`src/rtl/fp_mult_ctrl.sv`:
```
// fp_mult_ctrl -- sequencer and two-requester round-robin arbiter in front of
// the shared single-precision multiplier datapath.
//
// One operation is in flight at a time. The controller works through these steps:
//   1. It accepts a request from one of the two issue ports.
//   2. It registers the operands and the rounding mode towards the datapath.
//   3. It steps the datapath through MULT (MULT_CYCLES cycles), then NORM,
//      ROUND and EXC (one cycle each).
//   4. It captures the result and status on the EXC->RESP edge.
//   5. It holds the response until the owning requester takes it.
//
// Ports
//   clk, rst                 clock (rising edge), async active-low reset
//   req_valid/req_ready[1:0] request handshake, bit i = requester i
//   req_a0/b0/rnd0           requester 0 operands and rounding mode
//   req_a1/b1/rnd1           requester 1 operands and rounding mode
//   dp_a/dp_b/dp_rnd         registered operands/mode driven to the datapath
//   mult/norm/round/exc_en   one-hot stage enables
//   dp_result/dp_status      datapath outputs, sampled in EXC
//   resp_valid/resp_ready    response handshake, bit = owning requester
//   resp_result/resp_status  registered response; status[7] = mode coerced
//   busy                     high whenever not IDLE
//   op_count                 completed operations, wraps at 16 bits
module fp_mult_ctrl #(
  parameter int MULT_CYCLES = 2
) (
  input  logic        clk,
  input  logic        rst,
  input  logic [1:0]  req_valid,
  output logic [1:0]  req_ready,
  input  logic [31:0] req_a0,
  input  logic [31:0] req_b0,
  input  logic [31:0] req_a1,
  input  logic [31:0] req_b1,
  input  logic [2:0]  req_rnd0,
  input  logic [2:0]  req_rnd1,
  output logic [31:0] dp_a,
  output logic [31:0] dp_b,
  output logic [2:0]  dp_rnd,
  output logic        mult_en,
  output logic        norm_en,
  output logic        round_en,
  output logic        exc_en,
  input  logic [31:0] dp_result,
  input  logic [7:0]  dp_status,
  output logic [1:0]  resp_valid,
  input  logic [1:0]  resp_ready,
  output logic [31:0] resp_result,
  output logic [7:0]  resp_status,
  output logic        busy,
  output logic [15:0] op_count
);

  if (MULT_CYCLES < 1 || MULT_CYCLES > 15) begin : g_bad_mult_cycles
    $error("fp_mult_ctrl: MULT_CYCLES must be in 1..15");
  end

  localparam logic [3:0] CNT_LOAD = 4'(MULT_CYCLES - 1);

  typedef enum logic [2:0] {
    IDLE  = 3'd0,
    MULT  = 3'd1,
    NORM  = 3'd2,
    ROUND = 3'd3,
    EXC   = 3'd4,
    RESP  = 3'd5
  } state_e;

  state_e      state_q, state_d;
  logic [3:0]  cnt_q, cnt_d;
  logic        owner_q, last_grant_q, illegal_q;
  logic [31:0] dp_a_q, dp_b_q, resp_result_q;
  logic [2:0]  dp_rnd_q;
  logic [7:0]  resp_status_q;
  logic [15:0] op_count_q;
  logic [1:0]  resp_valid_q;
  logic        mult_en_q, norm_en_q, round_en_q, exc_en_q, busy_q;

  logic        grant, accept, resp_hs, rnd_bad;
  logic [2:0]  rnd_sel;

  // Bit 7 of the datapath status is replaced by the coercion flag.
  logic        unused_dp_status7;
  assign unused_dp_status7 = dp_status[7];

  // A lone requester wins outright; on a tie the one not served last wins.
  assign grant   = (req_valid == 2'b11) ? ~last_grant_q : req_valid[1];
  assign accept  = (state_q == IDLE) && (|req_valid);
  assign resp_hs = (state_q == RESP) && resp_ready[owner_q];
  assign rnd_sel = grant ? req_rnd1 : req_rnd0;
  assign rnd_bad = (rnd_sel > 3'd5);

  // Gated with rst so nothing appears accepted while reset is held.
  assign req_ready = (rst && accept) ? (grant ? 2'b10 : 2'b01) : 2'b00;

  always_comb begin
    state_d = state_q;
    cnt_d   = cnt_q;
    case (state_q)
      IDLE:  if (accept) begin
               state_d = MULT;
               cnt_d   = CNT_LOAD;
             end
      MULT:  if (cnt_q == 4'd0) state_d = NORM;
             else               cnt_d   = cnt_q - 4'd1;
      NORM:  state_d = ROUND;
      ROUND: state_d = EXC;
      EXC:   state_d = RESP;
      RESP:  if (resp_hs) state_d = IDLE;
      default: state_d = IDLE;
    endcase
  end

  // Enables, busy and resp_valid are registered from the next state so every
  // output comes straight off a flop.
  always_ff @(posedge clk or negedge rst) begin
    if (!rst) begin
      state_q       <= IDLE;
      cnt_q         <= 4'd0;
      owner_q       <= 1'b0;
      last_grant_q  <= 1'b1;
      illegal_q     <= 1'b0;
      dp_a_q        <= 32'd0;
      dp_b_q        <= 32'd0;
      dp_rnd_q      <= 3'd0;
      resp_result_q <= 32'd0;
      resp_status_q <= 8'd0;
      op_count_q    <= 16'd0;
      resp_valid_q  <= 2'b00;
      mult_en_q     <= 1'b0;
      norm_en_q     <= 1'b0;
      round_en_q    <= 1'b0;
      exc_en_q      <= 1'b0;
      busy_q        <= 1'b0;
    end else begin
      state_q      <= state_d;
      cnt_q        <= cnt_d;
      mult_en_q    <= (state_d == MULT);
      norm_en_q    <= (state_d == NORM);
      round_en_q   <= (state_d == ROUND);
      exc_en_q     <= (state_d == EXC);
      busy_q       <= (state_d != IDLE);
      // RESP is only entered from EXC, long after owner_q was latched.
      resp_valid_q <= (state_d == RESP) ? (owner_q ? 2'b10 : 2'b01) : 2'b00;
      if (accept) begin
        owner_q      <= grant;
        last_grant_q <= grant;
        dp_a_q       <= grant ? req_a1 : req_a0;
        dp_b_q       <= grant ? req_b1 : req_b0;
        dp_rnd_q     <= rnd_bad ? 3'd0 : rnd_sel;
        illegal_q    <= rnd_bad;
      end
      if (state_q == EXC) begin
        resp_result_q <= dp_result;
        resp_status_q <= {illegal_q, dp_status[6:0]};
      end
      if (resp_hs) op_count_q <= op_count_q + 16'd1;
    end
  end

  assign dp_a        = dp_a_q;
  assign dp_b        = dp_b_q;
  assign dp_rnd      = dp_rnd_q;
  assign mult_en     = mult_en_q;
  assign norm_en     = norm_en_q;
  assign round_en    = round_en_q;
  assign exc_en      = exc_en_q;
  assign resp_valid  = resp_valid_q;
  assign resp_result = resp_result_q;
  assign resp_status = resp_status_q;
  assign busy        = busy_q;
  assign op_count    = op_count_q;

endmodule

```
`config.mk`:
```
export PLATFORM = sky130hd
export DESIGN_NAME = fp_mult_ctrl
export DESIGN_NICKNAME = d
export VERILOG_FILES = /design/src/rtl/fp_mult_ctrl.sv
export SDC_FILE = /design/constraint.sdc
export NUM_CORES = 1
export LEC_CHECK = 0
export CAP_MARGIN = 30
export CORE_UTILIZATION = 28
export DETAILED_ROUTE_END_ITERATION = 10
export REMOVE_ABC_BUFFERS = 1
export SETUP_SLACK_MARGIN = 0.15
export SLEW_MARGIN = 20
export SYNTH_ARGS = -nofsm -noshare
export SYNTH_HDL_FRONTEND = slang
export SYNTH_SLANG_ARGS = --single-unit
```
`constraint.sdc`:
```
create_clock -name clk -period 2.2 [get_ports clk]
set_input_delay 0.44 -clock clk [delete_from_list [all_inputs] [get_ports clk]]
set_output_delay 0.44 -clock clk [all_outputs]
set_load 0.005 [all_outputs]
```
==> flow_summary.toml, run 1 <==
[timing]
final-max-slew-violation-count = 0
hold_viol = 0
tns_ns = 0
period_share_pct = 91.0
setup_viol = 0
tightest_slew_ns = 0.650
fin_ws_ns = 0.198
rsz0062_at_grt = "true"
period_minus_slack_ns = 2.00
relSlewSlack_pct = 56.6
skew_ns = 0.00717
max_freq_ghz = 0.499

[logic_synthesis]
synth_area_leaders = "dfrtp_1 55%, mux2i_1 10%, mux2_2 6.8%"
synth_top_area_cell = "dfrtp_1"
netlist-cell-type-count = 43
synth_ff_type = "dfrtp_1"
syn_area_sq_um = 6280
synthArstFlopShare_pct = 100
postSynthCellCount = 511
synth-edff-count = 0
ys_ff_latch = 140
ys_warn_count = 0
synth_top_area_share_pct = 55.4
syn_avg_cell_area_sq_um = 12.3
ys_seq_area_share_pct = 55.8

[setup_path]
cp-start-kind = "primary input"
slowest_delay_ns = 0.52
path_cells = "clkdlybuf4s50_1 > a21boi_4 > buf_4 > and3b_1 > clkbuf_2"
crit_start = "req_valid[1]"
path_class = "in2out"
end_kind = "primary output"
r2r_slack_ns = 0.28
cp_max_fo = 3
cp.arrival_ns = 1.56
crit_buf_inv = 3
cp_top_family = "buffers and inverters"
critPathSlowestCell = "clkdlybuf4s50_1"
required_ns = 1.76
crit_cells = 5
reg2reg_depth = 6
rr_startpoint = "cnt_q[0]$_DFFE_PN0P_"

[placed_design]
gp_congestion = 0.723
hpwl_mm = 12.0
placed_area_sq_um = 9680
portBuffers = 310
dp_slack_ns = -0.0858

[layout]
final_cell_mix = "307 x clkdlybuf4s50_1, 139 x dfrtp_1, 78 x nor2_1"
fin_nets = 1013
layout_commonest_cell = "clkdlybuf4s50_1"
layout-drive-gt1-share_pct = 15.8
num-fill-cells = 2106
n_antenna_cell = 0
design_area_sq_um = 10300
syn_to_final_growth_pct = 63.8

[worst_hold_path]
hold_path_depth = 1
hp-start = "op_count[15]$_DFFE_PN0P_"
hp-class = "reg2reg"

[route]
drt_iter0_markers = 164
ant_nets = 0
wl_per_cell_um = 14.6
first_pass_iters = 4
viasPerCell = 4.34
drc = 0
vias = 4864
drt-total-wl_mm = 16.4

[grt]
antenna_found_initial = 0
grt_pass1_vias = 5004
grt_pass1_wl_mm = 26.8
grt_overflow_total = 0
grt_max_degree = 80
top_usage_layer = "met2"
gr-usage-met2_pct = 24.5
grtUsageTotal_pct = 14.7
met1_usage_pct = 17.0
globalRouteMet3Util_pct = 6.73

[cts]
cts_tree = "built"
clk_pin_slew_ns = 0.06
clockBufferDepth = 2
htree_levels = 4
cts.sinks = 140
cts_buffers = 17
worstSkewPairLatency_ns = 0.41
cts_root_buffer = "clkbuf_16"

[die]
initial_core_util_pct = 28.7
ios = 312
fp.dieH_um = 152
die_x_um = 152
fp.dieArea_sq_um = 23000
rows = 54
core_sq_um = 21900

[pwr]
ir_worst_vdd_uv = 526
pwr_density_cell_nw_per_um2 = 1250
p_leak_nw = 4.23
power_mw = 12.9

[outcome]
status = "finished, final reports clean"

[job]
cap_viol_max_count = 0
power breakdown:
group          leakage (nW)  internal [mW]  total, mW  switching [mW]
Sequential             1.63           3.75       4.36           0.610
Combinational          2.33           3.43       5.74            2.31
Clock                 0.271           1.66       2.80            1.14
stage by stage:
stage | hold WS (ns) | util [%] | instances
finish | 0.469 | 47.0 | 1122
global route | 0.499 | 47.0 | 1122
CTS | 0.480 | 47.0 | 1122
detailed placement | 0.269 | 44.2 | 1086
global placement | 0.270 | 44.2 | 1086
floorplan | 0.144 | - | 480
repair_timing:
action,4_1_cts,5_1_grt
gates cloned,0,0
hold buffers,2,0
setup endpoints to repair,2,16
resized for setup,2,3
pin swaps,1,2
buffers inserted,3,0
hold endpoints to repair,9,0
registers in the layout, summed over array words and instances (netlist names):
name / cells
busy: 1
cnt_q: 4
dp_a: 32
dp_b: 32
dp_rnd: 3
exc_en: 1
illegal_q: 1
last_grant_q: 1
mult_en: 1
norm_en: 1
op_count: 16
owner_q: 1
resp_result: 32
resp_status: 8
resp_valid: 2
round_en: 1
state_q: 3
path summary, 6_finish.rpt:
| check | end |
|---|---|
| worst max-delay path | req_ready[0] |
| worst min-delay path | op_count[15]$_DFFE_PN0P_ |
| worst max register to register | cnt_q[1]$_DFFE_PN0P_ |
| worst min register to register | op_count[15]$_DFFE_PN0P_ |
| max in group asynchronous | dp_b[7]$_DFFE_PN0P_ |
| min in group asynchronous | last_grant_q$_DFFE_PN1P_ |
cell type report:
cell class	count	area (sq um)	share of cell area, %
Timing Repair Buffer	331	3300	32.1
Inverter	7	26.3	0.255
Clock buffer	17	425	4.13
Sequential cell	140	3500	34.1
Tap cell	280	350	3.40
Multi-Input combinational cell	333	2540	24.7
Clock inverter	14	145	1.41
cell usage after synthesis, types with 2 or more instances:
cell      number
or3b_2         2
nand3b_1       2
nand4_1        5
buf_2         11
dfrtp_1      139
nand2b_1       2
a21oi_2       29
ha_1           3
nor2_4         2
xor2_1         6
mux2_1         4
buf_4          9
nand3_1        9
nand2_1        7
and3_1         3
xnor2_1       11
and4_1         3
and3b_1        2
mux2i_1       65
nor3b_1        3
a21oi_1       39
buf_6          8
o21ai_0        3
inv_1          7
nor2_1        78
a31oi_1        5
mux2_2        38
routing by layer:
layer  wire [um]  vias to the layer above
li1            -                     2413
met1        6510                     2242
met2        8040                      196
met3        1590                       13
met4         217                        0
met5           0                        -
cell families (layout without fill, tap and decap cells):
| family | Yosys count | count (layout) | share of synthesized area, % |
|---|---|---|---|
| DFF | 140 | 140 | 55.8 |
| buffers and inverters | 38 | 369 | 4.18 |
| muxes | 108 | 108 | 18.2 |
| xor gates and xnor gates | 17 | 17 | 2.37 |
| and+or+nand+nor | 126 | 126 | 10.5 |
| adders and majority gates | 3 | 3 | 0.597 |
| AOI/OAI and AO/OA | 79 | 79 | 8.30 |
Power figures use the tool's default switching activity.
==> run 2: changes to the inputs <==
--- a/config.mk
+++ b/config.mk
@@ -5,9 +5,10 @@
 export SDC_FILE = /design/constraint.sdc
 export NUM_CORES = 1
 export LEC_CHECK = 0
-export CAP_MARGIN = 30
-export CORE_UTILIZATION = 28
+export CAP_MARGIN = 20
+export CORE_UTILIZATION = 41
 export DETAILED_ROUTE_END_ITERATION = 10
+export PLACE_DENSITY = 0.82
 export REMOVE_ABC_BUFFERS = 1
 export SETUP_SLACK_MARGIN = 0.15
 export SLEW_MARGIN = 20
==> run 2 against run 1 <==
Effect of this change: cell count fell by 8.6%; critical path type is now reg2out; die area fell by 31%; clock skew fell by 0.0011 ns; non-clock buffer count fell by 3; via count rose by 0.86%; routed wire length fell by 1.1%; combinational power barely moved; largest power group unchanged.
==> flow_summary.toml, run 2 (synthesized netlist as in run 1, its figures left out) <==
[layout]
layout-drive-gt1-share_pct = 15.7
num-fill-cells = 1059
syn_to_final_growth_pct = 62.6
final_cell_mix = "305 x clkdlybuf4s50_1, 139 x dfrtp_1, 78 x nor2_1"
fin_nets = 1010
final_cells = 1025
layout_commonest_cell = "clkdlybuf4s50_1"

[worst_hold_path]
hp-class = "in2async"

[route]
viasPerCell = 4.79
drc = 0
wl_per_cell_um = 15.8
drt-total-wl_mm = 16.2
vias = 4906
drt_iter0_markers = 187
ant_nets = 0
first_pass_iters = 4

[timing]
rsz0062_at_grt = "true"
relSlewSlack_pct = 50.0
hold_viol = 0
period_share_pct = 91.5
whs_ns = 0.0755
setup_viol = 0
period_minus_slack_ns = 2.01
tightest_slew_ns = 0.750
max_freq_ghz = 0.497
final-max-slew-violation-count = 0
skew_ns = 0.00605

[setup_path]
path_cells = "nor3_4 > buf_4 > o21a_4 > and3b_1 > buf_2"
required_ns = 1.76
cp-start-kind = "flop"
cp_top_family = "flip-flops"
rr_startpoint = "cnt_q[0]$_DFFE_PN0P_"
slowest_delay_ns = 0.41
cp_max_fo = 2
r2r_slack_ns = 0.26
r2r-end = "cnt_q[1]$_DFFE_PN0P_"
path_class = "reg2out"
reg2reg_depth = 6
critPathSlowestCell = "dfrtp_1"
end_kind = "primary output"
cp.arrival_ns = 1.57
crit_buf_inv = 2

[pwr]
p_leak_nw = 4.27
pwr_density_cell_nw_per_um2 = 1300
power_mw = 13.2
ir_worst_vdd_uv = 721

[die]
ios = 312
core_sq_um = 14800
initial_core_util_pct = 42.6
fp.dieH_um = 126
rows = 44
fp.dieArea_sq_um = 15800
die_x_um = 126

[grt]
grt_overflow_total = 0
grtUsageTotal_pct = 20.9
grt_max_degree = 76
grt_pass1_vias = 5254
grt_pass1_wl_mm = 25.8
antenna_found_initial = 2

[job]
cap_viol_max_count = 0

[cts]
clockBufferDepth = 2
worstSkewPairLatency_ns = 0.40
cts_root_buffer = "clkbuf_16"
cts_buffers = 17
cts_hold_buf = 0
cts_tree = "built"
cts.sinks = 140
htree_levels = 4
clk_pin_slew_ns = 0.06

[placed_design]
hpwl_mm = 12.2
gp_congestion = 0.808
portBuffers = 310
dp.cells = 989

[outcome]
status = "finished, final reports clean"
run 2: how the worst max path moves through the flow:
stage | from | end | slack [ns] | cells past startpoint
2_1_floorplan | state_q[2]$_DFF_PN0_ | req_ready[0] | -2.22 | 3
3_3_place_gp | req_valid[0] | req_ready[0] | -0.11 | 4
3_5_place_dp | req_valid[0] | req_ready[0] | -0.12 | 4
4_1_cts | state_q[1]$_DFF_PN0_ | req_ready[0] | 0.15 | 5
5_1_grt | state_q[2]$_DFF_PN0_ | req_ready[0] | 0.11 | 5
6_report | state_q[2]$_DFF_PN0_ | req_ready[0] | 0.19 | 5
run 2: repair_timing:
action / 4_1_cts / 5_1_grt
pin swaps: 1 / 1
setup buffers: 3 / 0
setup endpoints to repair: 2 / 14
hold endpoints to repair: 0 / 0
gates resized for setup: 6 / 2
run 2: per-stage QoR:
| stage | setup slack, ns | TNS (ns) | area [sq um] | utilization (%) |
|---|---|---|---|---|
| after CTS | 0.149 | 0 | 10200 | 69.2 |
| after detailed placement | -0.122 | -0.927 | 9540 | 64.7 |
| after floorplan | -2.22 | -155.59 | 6050 | - |
| final | 0.188 | 0 | 10200 | 69.3 |
| after global placement | -0.110 | -0.216 | 9540 | 64.7 |
| after global routing | 0.115 | 0 | 10200 | 69.3 |
run 2: routing by layer:
layer / GRT usage, % / up-vias / wire, um
met5: 0 / - / 0
met4: 8.29 / 0 / 300
met3: 7.26 / 27 / 1330
met2: 37.8 / 203 / 8350
met1: 22.4 / 2271 / 6200
li1: - / 2405 / -
run 2: area by class of cell:
| type | count | area [sq um] | share of cell area [%] |
|---|---|---|---|
| inverter | 7 | 26.3 | 0.257 |
| antenna | 2 | 5.00 | 0.0490 |
| sequential | 140 | 3500 | 34.3 |
| tap | 184 | 230 | 2.25 |
| multi-input combinational | 333 | 2540 | 24.8 |
| clock inverter | 9 | 158 | 1.54 |
| clock buffer | 22 | 494 | 4.84 |
| timing repair buffer | 328 | 3260 | 31.9 |
run 2: where the power goes:
part	total, mW	switching, mW	internal [mW]
logic	5.74	2.34	3.40
registers	4.39	0.643	3.75
clock network	3.10	1.05	2.05
